**src/rtl/lz77_decoder_pkg.sv**
```systemverilog
// Constants, token layout and FSM state type shared by the LZ77 encoder and decoder.
package lz77_decoder_pkg;

  localparam int SEARCH_DEPTH = 7;
  localparam int MAX_MATCH    = 2;
  localparam int OFF_W        = 4;
  localparam int LEN_W        = 3;
  localparam int CHAR_W       = 8;

  localparam logic [CHAR_W-1:0] END_CHAR = 8'h24;

  typedef enum logic [1:0] {
    IDLE = 2'd0,
    COPY = 2'd1,
    LIT  = 2'd2,
    DONE = 2'd3
  } state_e;

  typedef struct packed {
    logic [OFF_W-1:0]  offset;
    logic [LEN_W-1:0]  len;
    logic [CHAR_W-1:0] ch;
  } token_t;

endpackage

```
**src/rtl/lz77_decoder_if.sv**
```systemverilog
// Token input handshake and decoded character output of the LZ77 decoder.
interface lz77_decoder_if;
  import lz77_decoder_pkg::*;

  logic              in_valid;
  logic              in_ready;
  logic [OFF_W-1:0]  offset;
  logic [LEN_W-1:0]  match_len;
  logic [CHAR_W-1:0] char_nxt;
  logic              out_valid;
  logic [CHAR_W-1:0] out_char;
  logic              finish;

  modport master (
    output in_valid, offset, match_len, char_nxt,
    input  in_ready, out_valid, out_char, finish
  );

  modport slave (
    input  in_valid, offset, match_len, char_nxt,
    output in_ready, out_valid, out_char, finish
  );

endinterface

```
**src/rtl/lz77_decoder_history.sv**
```systemverilog
// History shift register: newest char enters at index 0, oldest falls off the end.
// Reads beyond the depth return zero.
module lz77_history #(
  parameter int DEPTH = 7,
  parameter int W     = 8,
  parameter int IDX_W = 4
) (
  input  logic             clk,
  input  logic             reset,
  input  logic             shift_i,
  input  logic [W-1:0]     din_i,
  input  logic [IDX_W-1:0] idx_i,
  output logic [W-1:0]     dout_o
);

  logic [W-1:0] hist_q [DEPTH];
  logic [W-1:0] hist_d [DEPTH];

  always_comb begin
    for (int i = 0; i < DEPTH; i++) hist_d[i] = hist_q[i];
    if (shift_i) begin
      hist_d[0] = din_i;
      for (int i = 1; i < DEPTH; i++) hist_d[i] = hist_q[i-1];
    end
  end

  always_ff @(posedge clk) begin
    for (int i = 0; i < DEPTH; i++) begin
      if (reset) hist_q[i] <= '0;
      else       hist_q[i] <= hist_d[i];
    end
  end

  always_comb begin
    dout_o = '0;
    for (int i = 0; i < DEPTH; i++) begin
      if (idx_i == IDX_W'(i)) dout_o = hist_q[i];
    end
  end

endmodule

```
**src/rtl/lz77_decoder.sv**
```systemverilog
// LZ77 token decoder: copies match_len chars from history, then emits the literal.
// state | meaning
// IDLE  | waiting for a token, nothing emitted
// COPY  | emitting one history char per cycle
// LIT   | emitting the literal; may accept the next token on the same edge
// DONE  | end char emitted; finish held until reset
module lz77_decoder
  import lz77_decoder_pkg::*;
(
  input  logic          clk,
  input  logic          reset,
  lz77_decoder_if.slave bus
);

  state_e            state_q, state_d;
  token_t            tok_q, tok_d;
  logic [LEN_W-1:0]  cnt_q, cnt_d;
  logic              out_valid_q, out_valid_d;
  logic [CHAR_W-1:0] out_char_q, out_char_d;
  logic              finish_q, finish_d;

  logic              ready;
  logic              in_ready_w;
  logic              take;
  logic              shift_en;
  logic [CHAR_W-1:0] shift_char;
  logic [CHAR_W-1:0] hist_char;

  lz77_history #(
    .DEPTH (SEARCH_DEPTH),
    .W     (CHAR_W),
    .IDX_W (OFF_W)
  ) u_hist (
    .clk     (clk),
    .reset   (reset),
    .shift_i (shift_en),
    .din_i   (shift_char),
    .idx_i   (tok_q.offset),
    .dout_o  (hist_char)
  );

  always_comb begin
    ready = 1'b0;
    unique case (state_q)
      IDLE:    ready = 1'b1;
      LIT:     ready = (tok_q.ch != END_CHAR);
      default: ready = 1'b0;
    endcase
  end

  assign in_ready_w = ready & ~reset;
  assign take       = bus.in_valid & in_ready_w;

  always_comb begin
    state_d     = state_q;
    tok_d       = tok_q;
    cnt_d       = cnt_q;
    out_valid_d = 1'b0;
    out_char_d  = out_char_q;
    finish_d    = finish_q;
    shift_en    = 1'b0;
    shift_char  = hist_char;

    unique case (state_q)
      IDLE: begin
        if (take) begin
          tok_d   = {bus.offset, bus.match_len, bus.char_nxt};
          cnt_d   = bus.match_len;
          state_d = (bus.match_len != '0) ? COPY : LIT;
        end
      end
      COPY: begin
        // Source index stays fixed while history shifts, so overlapping copies work.
        out_valid_d = 1'b1;
        out_char_d  = hist_char;
        shift_en    = 1'b1;
        shift_char  = hist_char;
        cnt_d       = cnt_q - LEN_W'(1);
        if (cnt_q <= LEN_W'(1)) state_d = LIT;
      end
      LIT: begin
        out_valid_d = 1'b1;
        out_char_d  = tok_q.ch;
        shift_en    = 1'b1;
        shift_char  = tok_q.ch;
        if (tok_q.ch == END_CHAR) begin
          state_d  = DONE;
          finish_d = 1'b1;
        end else if (take) begin
          tok_d   = {bus.offset, bus.match_len, bus.char_nxt};
          cnt_d   = bus.match_len;
          state_d = (bus.match_len != '0) ? COPY : LIT;
        end else begin
          state_d = IDLE;
        end
      end
      default: ;
    endcase
  end

  always_ff @(posedge clk) begin
    if (reset) begin
      state_q     <= IDLE;
      tok_q       <= '0;
      cnt_q       <= '0;
      out_valid_q <= 1'b0;
      out_char_q  <= '0;
      finish_q    <= 1'b0;
    end else begin
      state_q     <= state_d;
      tok_q       <= tok_d;
      cnt_q       <= cnt_d;
      out_valid_q <= out_valid_d;
      out_char_q  <= out_char_d;
      finish_q    <= finish_d;
    end
  end

  assign bus.in_ready  = in_ready_w;
  assign bus.out_valid = out_valid_q;
  assign bus.out_char  = out_char_q;
  assign bus.finish    = finish_q;

endmodule

```
**src/flat_wrapper.sv**
```systemverilog
// flat-port wrapper written by rule: the top's interface ports become plain ports
module lz77_decoder_flat import lz77_decoder_pkg::*;
  (clk, reset, bus_in_valid, bus_offset, bus_match_len, bus_char_nxt, bus_in_ready, bus_out_valid, bus_out_char, bus_finish);
  lz77_decoder_if bus_i ();
  input  logic clk;
  input  logic reset;
  input wire logic [$bits(bus_i.in_valid)-1:0] bus_in_valid;
  input wire logic [$bits(bus_i.offset)-1:0] bus_offset;
  input wire logic [$bits(bus_i.match_len)-1:0] bus_match_len;
  input wire logic [$bits(bus_i.char_nxt)-1:0] bus_char_nxt;
  output wire logic [$bits(bus_i.in_ready)-1:0] bus_in_ready;
  output wire logic [$bits(bus_i.out_valid)-1:0] bus_out_valid;
  output wire logic [$bits(bus_i.out_char)-1:0] bus_out_char;
  output wire logic [$bits(bus_i.finish)-1:0] bus_finish;
  assign bus_i.in_valid = bus_in_valid;
  assign bus_i.offset = bus_offset;
  assign bus_i.match_len = bus_match_len;
  assign bus_i.char_nxt = bus_char_nxt;
  assign bus_in_ready = bus_i.in_ready;
  assign bus_out_valid = bus_i.out_valid;
  assign bus_out_char = bus_i.out_char;
  assign bus_finish = bus_i.finish;
  lz77_decoder u_core (.clk(clk), .reset(reset), .bus(bus_i));
endmodule
```
**config.mk**
```make
export PLATFORM = sky130hd
export DESIGN_NAME = lz77_decoder_flat
export DESIGN_NICKNAME = d
export VERILOG_FILES = /design/src/rtl/lz77_decoder_pkg.sv /design/src/rtl/lz77_decoder_if.sv /design/src/rtl/lz77_decoder_history.sv /design/src/rtl/lz77_decoder.sv /design/src/flat_wrapper.sv
export SDC_FILE = /design/constraint.sdc
export NUM_CORES = 1
export LEC_CHECK = 0
export BUFFER_PORTS_ARGS = -buffer_cell sky130_fd_sc_hd__buf_2
export CAP_MARGIN = 10
export CORE_ASPECT_RATIO = 1.1
export CORE_MARGIN = 1
export CORE_UTILIZATION = 59
export CTS_CLUSTER_SIZE = 10
export DETAILED_ROUTE_END_ITERATION = 6
export PLACE_DENSITY = 0.83
export SLEW_MARGIN = 10
export SYNTH_ARGS = -nofsm -noshare
export SYNTH_HDL_FRONTEND = slang
export SYNTH_SLANG_ARGS = --single-unit
```
**constraint.sdc**
```tcl
create_clock -name clk -period 2.2 [get_ports clk]
set_input_delay 0 -clock clk [delete_from_list [all_inputs] [get_ports clk]]
set_output_delay 0 -clock clk [all_outputs]
set_load 0.01 [all_outputs]
```
# [After elaboration in Yosys (flattened, before gate mapping)]
# Memories as Yosys holds them, arrays and structs flattened.
# Cells that the tools add are included.
[classes] addsub=1 n_lt_le_gt_ge=1 n_eq_ne=13 muxes=34 bitwise_logic=10 reduce_logical=11
[ops] op="two-way mux 8 bit" n=15
[ops] op="two-way mux 56 bit" n=1
[ops] op="two-way mux 15 bit" n=2
[ops] op="one-hot mux 15 bit (2 select lines)" n=1
[ops] op="one-hot mux 8 bit (2 select lines)" n=1
[ops] op="equality test 4 x 3 -> 1 bit (second input constant)" n=3
[ops] op="two-way mux 2 bit" n=5
[ops] op="one-hot mux 3 bit (3 select lines)" n=1
[ops] op="equality test 4 x 2 -> 1 bit (second input constant)" n=2
[ops] op="equality test 8 x 6 -> 1 bit (second input constant)" n=1
[ops] op="inequality test 8 x 6 -> 1 bit (second input constant)" n=1
[ops] op="bitwise OR 1 bit" n=7
[ops] op="two-way mux 3 bit" n=2
[ops] op="one-hot mux 2 bit (3 select lines)" n=1
[ops] op="AND reduction 2 bit" n=3
[ops] op="nonzero test 3 bit" n=2
[ops] op="equality test 4 x 1 -> 1 bit (second input constant)" n=1
[ops] op="zero test 4 bit" n=1
[ops] op="two-way mux 1 bit" n=4
[ops] op="inequality test 2 x 1 -> 1 bit (second input constant)" n=2
[ops] op="nonzero test 2 bit" n=2
[ops] op="less-or-equal comparator 3 x 1 -> 1 bit (second input constant)" n=1
[ops] op="AND reduction 3 bit" n=1
[ops] op="subtractor 3 x 1 -> 3 bit (second input constant)" n=1
[ops] op="8 further kinds" n=9
[word_totals] register_bits=30 ram_bits=56 inputBits=18 output_inout_bits=11 memories=1
[memory_table] memory="u_core.u_hist.hist_q" words=7 width=8 rd=7 rd_ports_with_merged_regs=0 wr=7 line="lz77_decoder_history.sv:16" text="logic [W-1:0] hist_q [DEPTH];"

# [Depth between registers and ports, before layout]
# Gate-level depths: netlist of run 1.
[logic_depth] ltp_word=11 depth_mapped=8

# [Modules after synthesis]
# Synthesis of run 1 repeated with hierarchy kept, for this count alone.
[unflattened] cells_unflattened=424 hier_area_um2=3870.0
[by_module_without_submodules] module="lz77_history" n_inst=1 cells_per_inst=285 area_per_inst_um2=2524.9 seq_area_each_um2=1121.1
[by_module_without_submodules] module="lz77_decoder" n_inst=1 cells_per_inst=139 area_per_inst_um2=1345.0 seq_area_each_um2=540.5

# [Least setup slack after synthesis of run 1]
# No wires, ideal clock.
[synth_timing] path_kind="register to register" startpoint="register u_core.state_q[0]" endpoint="memory u_core.u_hist.hist_q[4][0]" setup_ps=128 arrival_time_ps=1597 t_required_ps=2072 slack_ps=475 stages_incl_launch_ff=8 path_cell_list="dfxtp_1 inv_1 ha_1 buf_2 buf_2 buf_2 mux2i_1 nor2_1"
[synth_rtl] element="start: declaration" line="lz77_decoder.sv:15" text="state_e state_q, state_d;"
[synth_rtl] element="start signal: assignment" line="lz77_decoder.sv:110" text="state_q <= state_d;"
[synth_rtl] element="end: declaration" line="lz77_decoder_history.sv:16"

# [Worst setup path after layout of run 1]
[layout_timing] startpoint="register u_core.state_q[0]" endpoint="register u_core.tok_q[5] (netlist name)"
[layout_between] elab_chain_cells=7 word_cells_on_any_way=11
[layout_rtl] element="equality test 2 bit / zero test 2 bit (equally long branches)" line="lz77_decoder.sv:44, lz77_decoder.sv:64"
[layout_rtl] element="one-hot mux 1 bit (2 select lines)" line="lz77_decoder.sv:44" text="unique case (state_q)"
[layout_rtl] element="AND 1 bit" line="lz77_decoder.sv:51" text="assign in_ready_w = ready & ~reset;"
[layout_rtl] element="AND 1 bit" line="lz77_decoder.sv:52" text="assign take = bus.in_valid & in_ready_w;"
[layout_rtl] element="two-way mux 15 bit (2 in series)"
[layout_rtl] element="one-hot mux 15 bit (2 select lines)" line="lz77_decoder.sv:64" text="unique case (state_q)"
[layout_rtl] element="end signal: assignment" line="lz77_decoder.sv:111" text="tok_q <= tok_d;"
[layout_rtl] element="end: declaration" line="lz77_decoder.sv:16" text="token_t tok_q, tok_d;"
# Parallel ways exist; a longest one is shown, timed or not. The select of a mux whose other input is x is not followed.
# A chain may end at the register's enable or synchronous reset.

==> impl_metrics.env, run 1 <==
export IMPL_clk_latency_ns=0.35
export IMPL_antenna_found_initial=0
export IMPL_initial_utilization=0.612
export IMPL_grt_setup_unrepaired="no"
export IMPL_power_total_mw=4.60
export IMPL_setup_total_negative_slack_ns=0
export IMPL_setup_viol=0
export IMPL_adder_cell_share_of_the_synthesized_area=0.0211
export IMPL_synth_cell_type_count=48
export IMPL_reg2reg_to="u_core.tok_q[5]$_SDFFE_PP0P_"
export IMPL_slew_headroom=0.656
export IMPL_crit_reg2reg_launch="u_core.state_q[0]$_SDFFE_PP0P_"
export IMPL_worstHoldPathCells=3
export IMPL_chipWidth_um=76.0
export IMPL_final_min_clock_period_ns=1.95
export IMPL_worst_slew_pin_slew_ns=0.513
export IMPL_i_o_buffers=28
export IMPL_critical_path_endpoint_type="flip-flop"
export IMPL_holdBufCountCts=12
export IMPL_cts_max_level=3
export IMPL_hold_path_startpoint="bus_match_len[0]"
export IMPL_synth_top_flop_cell="dfxtp_1"
export IMPL_drcViolationCount=0
export IMPL_power_density_nw_per_um2=1120
export IMPL_synthesis_nets=385
export IMPL_detail_route_wirelength_mm=7.91
export IMPL_postRouteAntennaNets=0
export IMPL_fin_worst_skew_ns=0.0108
export IMPL_first_global_vias=2776
export IMPL_row_count=29
export IMPL_syn_area_per_cell_um2=9.84
export IMPL_grt_ovfl_total=0
export IMPL_num_antenna_cells=0
export IMPL_dieArea_um2=6340
export IMPL_synth_compound_gate_area_share=0.140
export IMPL_worst_reg_to_reg_path_cell_count=7
export IMPL_muxShareOfSynthArea=0.214
export IMPL_crit_fanout=12
export IMPL_gp_congestion=0.837
export IMPL_clock_sink_count=75
export IMPL_vias_per_cell=6.00
export IMPL_routed_via_count=2867
export IMPL_fraction_of_the_yosys_area_taken_by_sequential_cells=0.423
export IMPL_synth_simple_gate_area_frac=0.151
export IMPL_cts_post_setup_buffers_inserted=0
export IMPL_die_h_um=83.4
export IMPL_ff2ff_setup_slack_ns=0.25
export IMPL_pin_count_of_the_biggest_net_entering_global_routing=52
export IMPL_layout_core_utilization=0.705
export IMPL_fin_hold_ws_ns=0.0591
export IMPL_grt_first_pass_wirelength_mm=13.2
export IMPL_fmaxAchievable_ghz=0.513
export IMPL_detailedRoute_firstIterationViolations=164
export IMPL_clock_tree_buffer_depth=2
export IMPL_cts_resized=0
export IMPL_ratio_of_cells_with_drive_above_1_in_the_final_layout=0.172
export IMPL_startpoint_type="flip-flop"
export IMPL_most_common_layout_cells="75 x nor2_1, 75 x dfxtp_1, 68 x mux2i_1, 28 x buf_2"
export IMPL_cts_inserted_buffers=9
export IMPL_worstSetupPathType="flip-flop to flip-flop"
export IMPL_final_number_of_max_transition_violations=0
export IMPL_synth_edff_count=0
export IMPL_ys_ff_latch=75
export IMPL_path_type_of_the_worst_min_delay_path="input port to flip-flop"
export IMPL_yosys_warnings=0
export IMPL_globalRouteTotalUtil=0.263
export IMPL_core_area_um2=5810
export IMPL_run_status="finished, final reports clean"
export IMPL_post_drt_wl_per_cell_um=16.6
export IMPL_ys_async_sr_fraction=0
export IMPL_cellLeakagePower_nw=1.62
export IMPL_nNetsFinal=421
export IMPL_place_hpwl_mm=5.17
export IMPL_drt_pre_antenna_iters=5
export IMPL_post_synth_inst_count=361
export IMPL_cts_tree="done"
export IMPL_max_cap_viol_count=0
export IMPL_worstHoldEndpoint="u_core.cnt_q[0]$_SDFFE_PP0P_"
export IMPL_io_pins=29
export IMPL_worstPathArrival_ns=2.17
export IMPL_clk_transition_reported_paths_ns=0.07
export IMPL_synth_xor_area_share=0
export IMPL_peakVddDrop_mv=1.20
export IMPL_critPathRequiredTime_ns=2.42
export IMPL_syn_to_final_growth_pct=15.1
export IMPL_main_combinational_cell_family_by_area_after_synthesis="multiplexers"
export IMPL_period_share=0.886
export IMPL_clock_root_buffer="clkbuf_8"
export IMPL_final_hold_viol_count=0
export IMPL_synth_area_um2=3550
==> flip-flops by register name, indices dropped and copies added (netlist names) <==
register	cells
u_core.bus.out_valid	1
u_core.state_q	2
u_core.bus.out_char	7
u_core.u_hist.hist_q	49
u_core.tok_q	12
u_core.bus.finish	1
u_core.cnt_q	3
==> critical path: stages (launching register included) <==
cell	delay (ns)
dfxtp_1	0.35
inv_1	0.10
ha_1	0.42
nor2_1	0.14
a311oi_4	0.22
buf_4	0.28
mux2i_1	0.24
nor2_1	0.07
==> synth_stat cells, types with 2 or more instances <==
library cell / number / share of area
inv_1: 11 / 0.012
o2111ai_1: 3 / 0.0074
clkbuf_1: 10 / 0.011
nor4b_4: 2 / 0.013
o211ai_1: 7 / 0.015
o21ai_0: 2 / 0.0028
o211a_1: 2 / 0.0056
nor2b_1: 3 / 0.0053
buf_1: 2 / 0.0021
buf_2: 12 / 0.017
buf_4: 2 / 0.0042
a32o_1: 2 / 0.0056
mux2_1: 6 / 0.019
nand3b_1: 8 / 0.017
a21oi_1: 7 / 0.0099
mux2i_1: 68 / 0.19
a211oi_1: 9 / 0.019
nor2_1: 75 / 0.079
nor3_1: 2 / 0.0028
ha_1: 6 / 0.021
o21ai_1: 3 / 0.0042
dfxtp_1: 75 / 0.42
buf_6: 2 / 0.0063
nand2_1: 4 / 0.0042
a221oi_2: 2 / 0.0085
a221o_1: 7 / 0.020
nand3_1: 2 / 0.0028
a32oi_1: 7 / 0.017
==> how the worst max path moves through the flow <==
stage,start,slack [ns],end
floorplan,u_core.state_q[0]$_SDFFE_PP0P_,0.48,u_core.u_hist.hist_q[4][0]$_SDFFE_PP0N_
global placement,u_core.state_q[0]$_SDFFE_PP0P_,0.43,u_core.tok_q[12]$_SDFFE_PP0P_
detailed placement,u_core.state_q[0]$_SDFFE_PP0P_,0.35,u_core.tok_q[4]$_SDFFE_PP0P_
CTS,u_core.state_q[0]$_SDFFE_PP0P_,0.32,u_core.tok_q[4]$_SDFFE_PP0P_
global route,u_core.state_q[0]$_SDFFE_PP0P_,0.1,u_core.tok_q[1]$_SDFFE_PP0P_
finish,u_core.state_q[0]$_SDFFE_PP0P_,0.25,u_core.tok_q[5]$_SDFFE_PP0P_
==> report_power, final <==
part           switching (mW)  leakage (nW)  total (mW)  internal, mW
registers               0.175         0.608        1.72          1.54
logic                   0.972         0.910        1.79         0.817
clock network           0.485         0.105        1.10         0.612
==> through the flow <==
step	instance area, um2	cells	worst slack, ns
floorplan	3550	361	0.475
global placement	3760	451	0.432
detailed placement	3760	451	0.349
CTS	4090	478	0.316
global route	4090	478	0.0968
finish	4090	478	0.252
==> per-layer routing <==
metal | GRT usage | routed length, um | share of wire
met3 | 0.0571 | 398 | 0.050
met1 | 0.328 | 3530 | 0.45
met2 | 0.423 | 3750 | 0.47
met5 | 0 | 0 | 0
met4 | 0.143 | 239 | 0.030
==> cells by family after synthesis <==
| family | after synthesis |
|---|---|
| simple gates | 107 |
| flops | 75 |
| buf+inv | 39 |
| fa+ha+maj | 6 |
| compound gates | 59 |
| mux | 75 |
==> final cells by class <==
class	instances	area, um2
Sequential cell	75	1500
Fill cell	435	1710
Clock inverter	3	46.3
Inverter	11	41.3
Clock buffer	12	165
Multi-Input combinational cell	247	1870
Tap cell	77	96.3
Timing Repair Buffer	53	370
Power figures use the tool's default switching activity.
==> run 2: changes to the inputs <==
- CORE_UTILIZATION: 59 -> 54
- CTS_BUF_LIST: default -> sky130_fd_sc_hd__clkbuf_4 sky130_fd_sc_hd__clkbuf_8 sky130_fd_sc_hd__clkbuf_16
- PLACE_DENSITY: 0.83 -> 0.8
- clock period: 2.2 -> 1.7 ns (I/O delays scaled with it)
==> impl_metrics.env, run 2 (synthesis gave the netlist of run 1 again) <==
export IMPL_run_status="finished, final reports clean"
export IMPL_most_frequent_standard_cell_in_the_layout_excluding_fill_and_tap_cells="nor2_1"
export IMPL_ratio_of_cells_with_drive_above_1_in_the_final_layout=0.232
export IMPL_fin_worst_skew_ns=0.00912
export IMPL_pin_count_of_the_biggest_net_entering_global_routing=44
export IMPL_cts_tree="done"
export IMPL_hold_path_startpoint="bus_match_len[0]"
export IMPL_power_density_nw_per_um2=1470
export IMPL_clock_sink_count=75
export IMPL_worst_reg_to_reg_path_cell_count=6
export IMPL_detail_route_wirelength_mm=8.08
export IMPL_gp_congestion=0.842
export IMPL_cts_inserted_buffers=9
export IMPL_startpoint_type="flip-flop"
export IMPL_detailedRoute_firstIterationViolations=211
export IMPL_final_min_clock_period_ns=1.65
export IMPL_reg2reg_to="u_core.tok_q[0]$_SDFFE_PP0P_"
export IMPL_io_pins=29
export IMPL_fmaxAchievable_ghz=0.607
export IMPL_critPathRequiredTime_ns=1.92
export IMPL_clock_root_buffer="clkbuf_8"
export IMPL_max_flop_register="u_core.u_hist.hist_q"
export IMPL_antenna_found_initial=0
export IMPL_num_antenna_cells=0
export IMPL_final_hold_viol_count=0
export IMPL_seq_cell_area_um2=1510
export IMPL_crit_chain="inv_2 > ha_4 > a311oi_4 > buf_12 > mux2i_2 > nor2_1"
export IMPL_worstSetupPathType="flip-flop to flip-flop"
export IMPL_place_hpwl_mm=5.20
export IMPL_path_type_of_the_worst_min_delay_path="input port to flip-flop"
export IMPL_worstPathArrival_ns=1.87
export IMPL_post_drt_wl_per_cell_um=16.3
export IMPL_worst_slew_pin_slew_ns=0.515
export IMPL_syn_to_final_growth_pct=20.6
export IMPL_chipWidth_um=79.3
export IMPL_globalRouteTotalUtil=0.252
export IMPL_dieArea_um2=6910
export IMPL_worstHoldPathCells=3
export IMPL_ff2ff_setup_slack_ns=0.05
export IMPL_largest_register_ffs=49
export IMPL_nNetsFinal=433
export IMPL_final_number_of_max_transition_violations=0
export IMPL_row_count=30
export IMPL_most_common_layout_cells="75 x nor2_1, 68 x dfxtp_1, 67 x mux2i_1, 28 x buf_2, 22 x buf_4"
export IMPL_crit_fanout=12
export IMPL_core_area_um2=6270
export IMPL_max_cap_viol_count=0
export IMPL_drcViolationCount=0
export IMPL_critical_path_endpoint_type="flip-flop"
export IMPL_layout_filler_cells=443
export IMPL_vias_per_cell=5.81
export IMPL_grt_ovfl_total=0
export IMPL_cp_slowest_cell="dfxtp_1"
export IMPL_grt_setup_unrepaired="no"
export IMPL_routed_via_count=2868
export IMPL_clk_transition_reported_paths_ns=0.08
export IMPL_period_share=0.969
export IMPL_multi_input_comb_area_um2=1920
export IMPL_setup_viol=0
export IMPL_crit_reg2reg_launch="u_core.state_q[0]$_SDFFE_PP0P_"
export IMPL_cts_max_level=3
export IMPL_cellLeakagePower_nw=1.71
export IMPL_i_o_buffers=28
export IMPL_peakVddDrop_mv=0.828
export IMPL_setup_total_negative_slack_ns=0
export IMPL_first_global_vias=2699
export IMPL_layout_setup_ws_ns=0.0519
export IMPL_crit_path_max_incr_delay_ns=0.37
export IMPL_drt_pre_antenna_iters=5
export IMPL_clock_tree_buffer_depth=2
export IMPL_clk_latency_ns=0.35
export IMPL_place_ws_ns=0.0162
export IMPL_worstHoldEndpoint="u_core.cnt_q[0]$_SDFFE_PP0P_"
export IMPL_postRouteAntennaNets=0
export IMPL_grt_first_pass_wirelength_mm=13.2
export IMPL_initial_utilization=0.567
export IMPL_slew_headroom=0.654
export IMPL_die_h_um=87.1
run 2: cell types whose count changed in the layout (fill, tap and decap cells not counted), moves of 2 or more:
cell      change
a32oi_1       -2
clkbuf_8      -2
dfxtp_2       +7
inv_1         -2
buf_12        +2
dfxtp_1       -7
buf_4        +10
a32oi_2       +2
inv_2         +2
ha_4          +2
run 2: per-layer routing:
metal,GRT usage,wire length (um)
met5,0,0
met4,0.117,175
met2,0.392,3850
met1,0.322,3710
met3,0.0733,344
run 2: per-stage QoR:
stage / power, mW / area (um2) / hold slack (ns) / util / instances
after floorplan: 3.95 / 3560 / 0.147 / - / 361
after global placement: 4.55 / 3860 / 0.236 / 0.616 / 464
after detailed placement: 4.62 / 3860 / 0.244 / 0.616 / 464
after CTS: 6.24 / 4240 / 0.0168 / 0.676 / 494
after global routing: 6.64 / 4280 / 0.0159 / 0.683 / 494
final: 6.32 / 4280 / 0.0242 / 0.683 / 494
run 2: timing repair:
| item | 4_1_cts | 5_1_grt |
|---|---|---|
| pin swaps | 1 | 2 |
| hold buffers | 12 | 0 |
| buffers inserted | 2 | 0 |
| endpoints found under the hold margin | 12 | 0 |
| endpoints found under the setup margin | 2 | 22 |
| gates resized for setup | 1 | 15 |
run 2: area by class of cell:
cell class,count,share of cell area
multi-input combinational,247,0.447
sequential,75,0.353
timing repair buffer,65,0.113
clock buffer,11,0.0339
tap,80,0.0234
clock inverter,5,0.0199
inverter,11,0.00964
run 2: worst max path at each step:
| stage | start | to | cells after the start |
|---|---|---|---|
| 2_1_floorplan | u_core.state_q[0]$_SDFFE_PP0P_ | u_core.u_hist.hist_q[4][0]$_SDFFE_PP0N_ | 7 |
| 3_3_place_gp | u_core.tok_q[12]$_SDFFE_PP0P_ | u_core.u_hist.hist_q[0][7]$_SDFFE_PP0P_ | 5 |
| 3_5_place_dp | u_core.tok_q[12]$_SDFFE_PP0P_ | u_core.u_hist.hist_q[0][7]$_SDFFE_PP0P_ | 5 |
| 4_1_cts | u_core.state_q[1]$_SDFFE_PP0P_ | u_core.bus.out_char[1]$_SDFFE_PP0P_ | 6 |
| 5_1_grt | u_core.state_q[0]$_SDFFE_PP0P_ | u_core.tok_q[0]$_SDFFE_PP0P_ | 6 |
| 6_report | u_core.state_q[0]$_SDFFE_PP0P_ | u_core.tok_q[0]$_SDFFE_PP0P_ | 6 |
run 2: report_power, final:
| group | switching (mW) | leakage, nW | internal (mW) |
|---|---|---|---|
| clock | 0.680 | 0.114 | 0.891 |
| sequential | 0.227 | 0.611 | 2.00 |
| combinational | 1.31 | 0.987 | 1.21 |
| total | 2.21 | 1.71 | 4.10 |
run 2: critical path: cells and delay by family, from the launching register on:
| family | cells | cell delay (ns) |
|---|---|---|
| buf+inv | 2 | 0.28 |
| mux | 1 | 0.26 |
| fa+ha+maj | 1 | 0.18 |
| flops | 1 | 0.37 |
| simple gates | 1 | 0.07 |
| compound gates | 1 | 0.35 |
==> run 3: changes to the inputs <==
- RECOVER_POWER: default -> 100
==> impl_metrics.env, run 3 (synthesis gave the netlist of run 1 again) <==
export IMPL_run_status="finished, final reports clean"
export IMPL_cp_buffers_inverters=2
export IMPL_hold_path_startpoint="bus_match_len[0]"
export IMPL_worst_slew_pin_slew_ns=0.526
export IMPL_post_route_cell_area_um2=4260
export IMPL_peakVddDrop_mv=0.744
export IMPL_core_area_um2=6270
export IMPL_nNetsFinal=433
export IMPL_place_ws_ns=0.0162
export IMPL_antenna_found_initial=0
export IMPL_i_o_buffers=28
export IMPL_die_h_um=87.1
export IMPL_place_hpwl_mm=5.20
export IMPL_setup_viol=0
export IMPL_startpoint_type="flip-flop"
export IMPL_placement_cell_area_um2=3860
export IMPL_drt_pre_antenna_iters=5
export IMPL_detailedRoute_firstIterationViolations=231
export IMPL_ff2ff_setup_slack_ns=0.04
export IMPL_globalRouteTotalUtil=0.252
export IMPL_row_count=30
export IMPL_crit_reg2reg_launch="u_core.state_q[0]$_SDFFE_PP0P_"
export IMPL_syn_to_final_growth_pct=19.8
export IMPL_drcViolationCount=0
export IMPL_clock_tree_buffer_depth=2
export IMPL_fin_worst_skew_ns=0.00991
export IMPL_cts_max_level=3
export IMPL_detail_route_wirelength_mm=8.14
export IMPL_grt_ovfl_total=0
export IMPL_most_frequent_standard_cell_in_the_layout_excluding_fill_and_tap_cells="nor2_1"
export IMPL_layout_core_utilization=0.679
export IMPL_cts_tree="done"
export IMPL_layout_setup_ws_ns=0.0362
export IMPL_layoutNonFillerInstCount=494
export IMPL_fin_hold_ws_ns=0.0221
export IMPL_ratio_of_cells_with_drive_above_1_in_the_final_layout=0.208
export IMPL_critical_path_endpoint_type="flip-flop"
export IMPL_worstSetupPathType="flip-flop to flip-flop"
export IMPL_largest_register_ffs=49
export IMPL_period_share=0.979
export IMPL_dieArea_um2=6910
export IMPL_worstPathArrival_ns=1.88
export IMPL_setup_total_negative_slack_ns=0
export IMPL_vias_per_cell=5.83
export IMPL_final_min_clock_period_ns=1.66
export IMPL_dp_cells=464
export IMPL_postRouteAntennaNets=0
export IMPL_routed_via_count=2878
export IMPL_power_density_nw_per_um2=1470
export IMPL_grt_setup_unrepaired="no"
export IMPL_num_antenna_cells=0
export IMPL_final_hold_viol_count=0
export IMPL_crit_path_max_incr_delay_ns=0.37
export IMPL_first_global_vias=2699
export IMPL_worst_reg_to_reg_path_cell_count=6
export IMPL_crit_fanout=12
export IMPL_worstHoldEndpoint="u_core.cnt_q[0]$_SDFFE_PP0P_"
export IMPL_fmaxAchievable_ghz=0.601
export IMPL_cts_inserted_buffers=9
export IMPL_crit_chain="inv_2 > ha_4 > a311oi_4 > buf_12 > mux2i_2 > nor2_1"
export IMPL_slew_headroom=0.646
export IMPL_clock_root_buffer="clkbuf_8"
export IMPL_initial_utilization=0.567
export IMPL_clk_transition_reported_paths_ns=0.08
export IMPL_multi_input_comb_area_um2=1920
export IMPL_worstHoldPathCells=3
export IMPL_clk_latency_ns=0.35
export IMPL_chipWidth_um=79.3
export IMPL_most_common_layout_cells="75 x nor2_1, 68 x dfxtp_1, 67 x mux2i_1, 20 x buf_4, 18 x buf_2"
export IMPL_power_total_mw=6.25
export IMPL_reg2reg_to="u_core.tok_q[0]$_SDFFE_PP0P_"
export IMPL_clock_sink_count=75
export IMPL_layout_filler_cells=452
export IMPL_grt_first_pass_wirelength_mm=13.2
export IMPL_final_number_of_max_transition_violations=0
export IMPL_io_pins=29
export IMPL_max_cap_viol_count=0
export IMPL_seq_cell_area_um2=1510
export IMPL_cellLeakagePower_nw=1.67
export IMPL_critPathRequiredTime_ns=1.92
export IMPL_cp_slowest_cell="dfxtp_1"
export IMPL_pin_count_of_the_biggest_net_entering_global_routing=44
export IMPL_post_drt_wl_per_cell_um=16.5
export IMPL_gp_congestion=0.842
export IMPL_path_type_of_the_worst_min_delay_path="input port to flip-flop"
export IMPL_critPathTopFamily="flip-flops"
export IMPL_max_flop_register="u_core.u_hist.hist_q"
[run 3: changes by cell type in the layout (fill, tap and decap cells not counted)]
cell,previous run,this run
clkbuf_2,0,2
buf_2,28,18
buf_6,0,1
buf_4,22,20
clkbuf_1,0,10
buf_12,3,2
[run 3: how the worst max path moves through the flow]
stage | startpoint | to | slack, ns | cells past startpoint
after floorplan | u_core.state_q[0]$_SDFFE_PP0P_ | u_core.u_hist.hist_q[4][0]$_SDFFE_PP0N_ | 0.04 | 7
after global routing | u_core.state_q[0]$_SDFFE_PP0P_ | u_core.tok_q[0]$_SDFFE_PP0P_ | 0.006 | 6
after CTS | u_core.state_q[1]$_SDFFE_PP0P_ | u_core.bus.out_char[1]$_SDFFE_PP0P_ | 0.02 | 6
final | u_core.state_q[0]$_SDFFE_PP0P_ | u_core.tok_q[0]$_SDFFE_PP0P_ | 0.04 | 6
after detailed placement | u_core.tok_q[12]$_SDFFE_PP0P_ | u_core.u_hist.hist_q[0][7]$_SDFFE_PP0P_ | 0.02 | 5
after global placement | u_core.tok_q[12]$_SDFFE_PP0P_ | u_core.u_hist.hist_q[0][7]$_SDFFE_PP0P_ | 0.06 | 5
[run 3: worst min-delay path: stages]
cell	delay, ns
buf_2	0.12
a21oi_1	0.15
a221oi_2	0.07
[run 3: layout make-up]
cell class                      instances  share of cell area
Timing Repair Buffer                   65               0.108
Clock buffer                           11              0.0341
Tap cell                               80              0.0235
Sequential cell                        75               0.355
Clock inverter                          5              0.0200
Multi-Input combinational cell        247               0.450
Inverter                               11             0.00970
[run 3: timing repair]
action	4_1_cts	5_1_grt
setup buffers	2	0
pin swaps	1	2
setup endpoints to repair	2	22
hold endpoints to repair	12	0
resized for setup	1	15
hold buffers	12	0
[run 3: layer usage]
metal	track usage	routed length, um
met1	0.322	3680
met2	0.392	3860
met3	0.0733	412
met4	0.117	180
met5	0	0
[run 3: where the power goes]
group          total [mW]  internal (mW)  switching [mW]
clock network        1.58          0.891           0.687
registers            2.23           2.00           0.231
logic                2.44           1.14            1.30
total                6.25           4.03            2.22
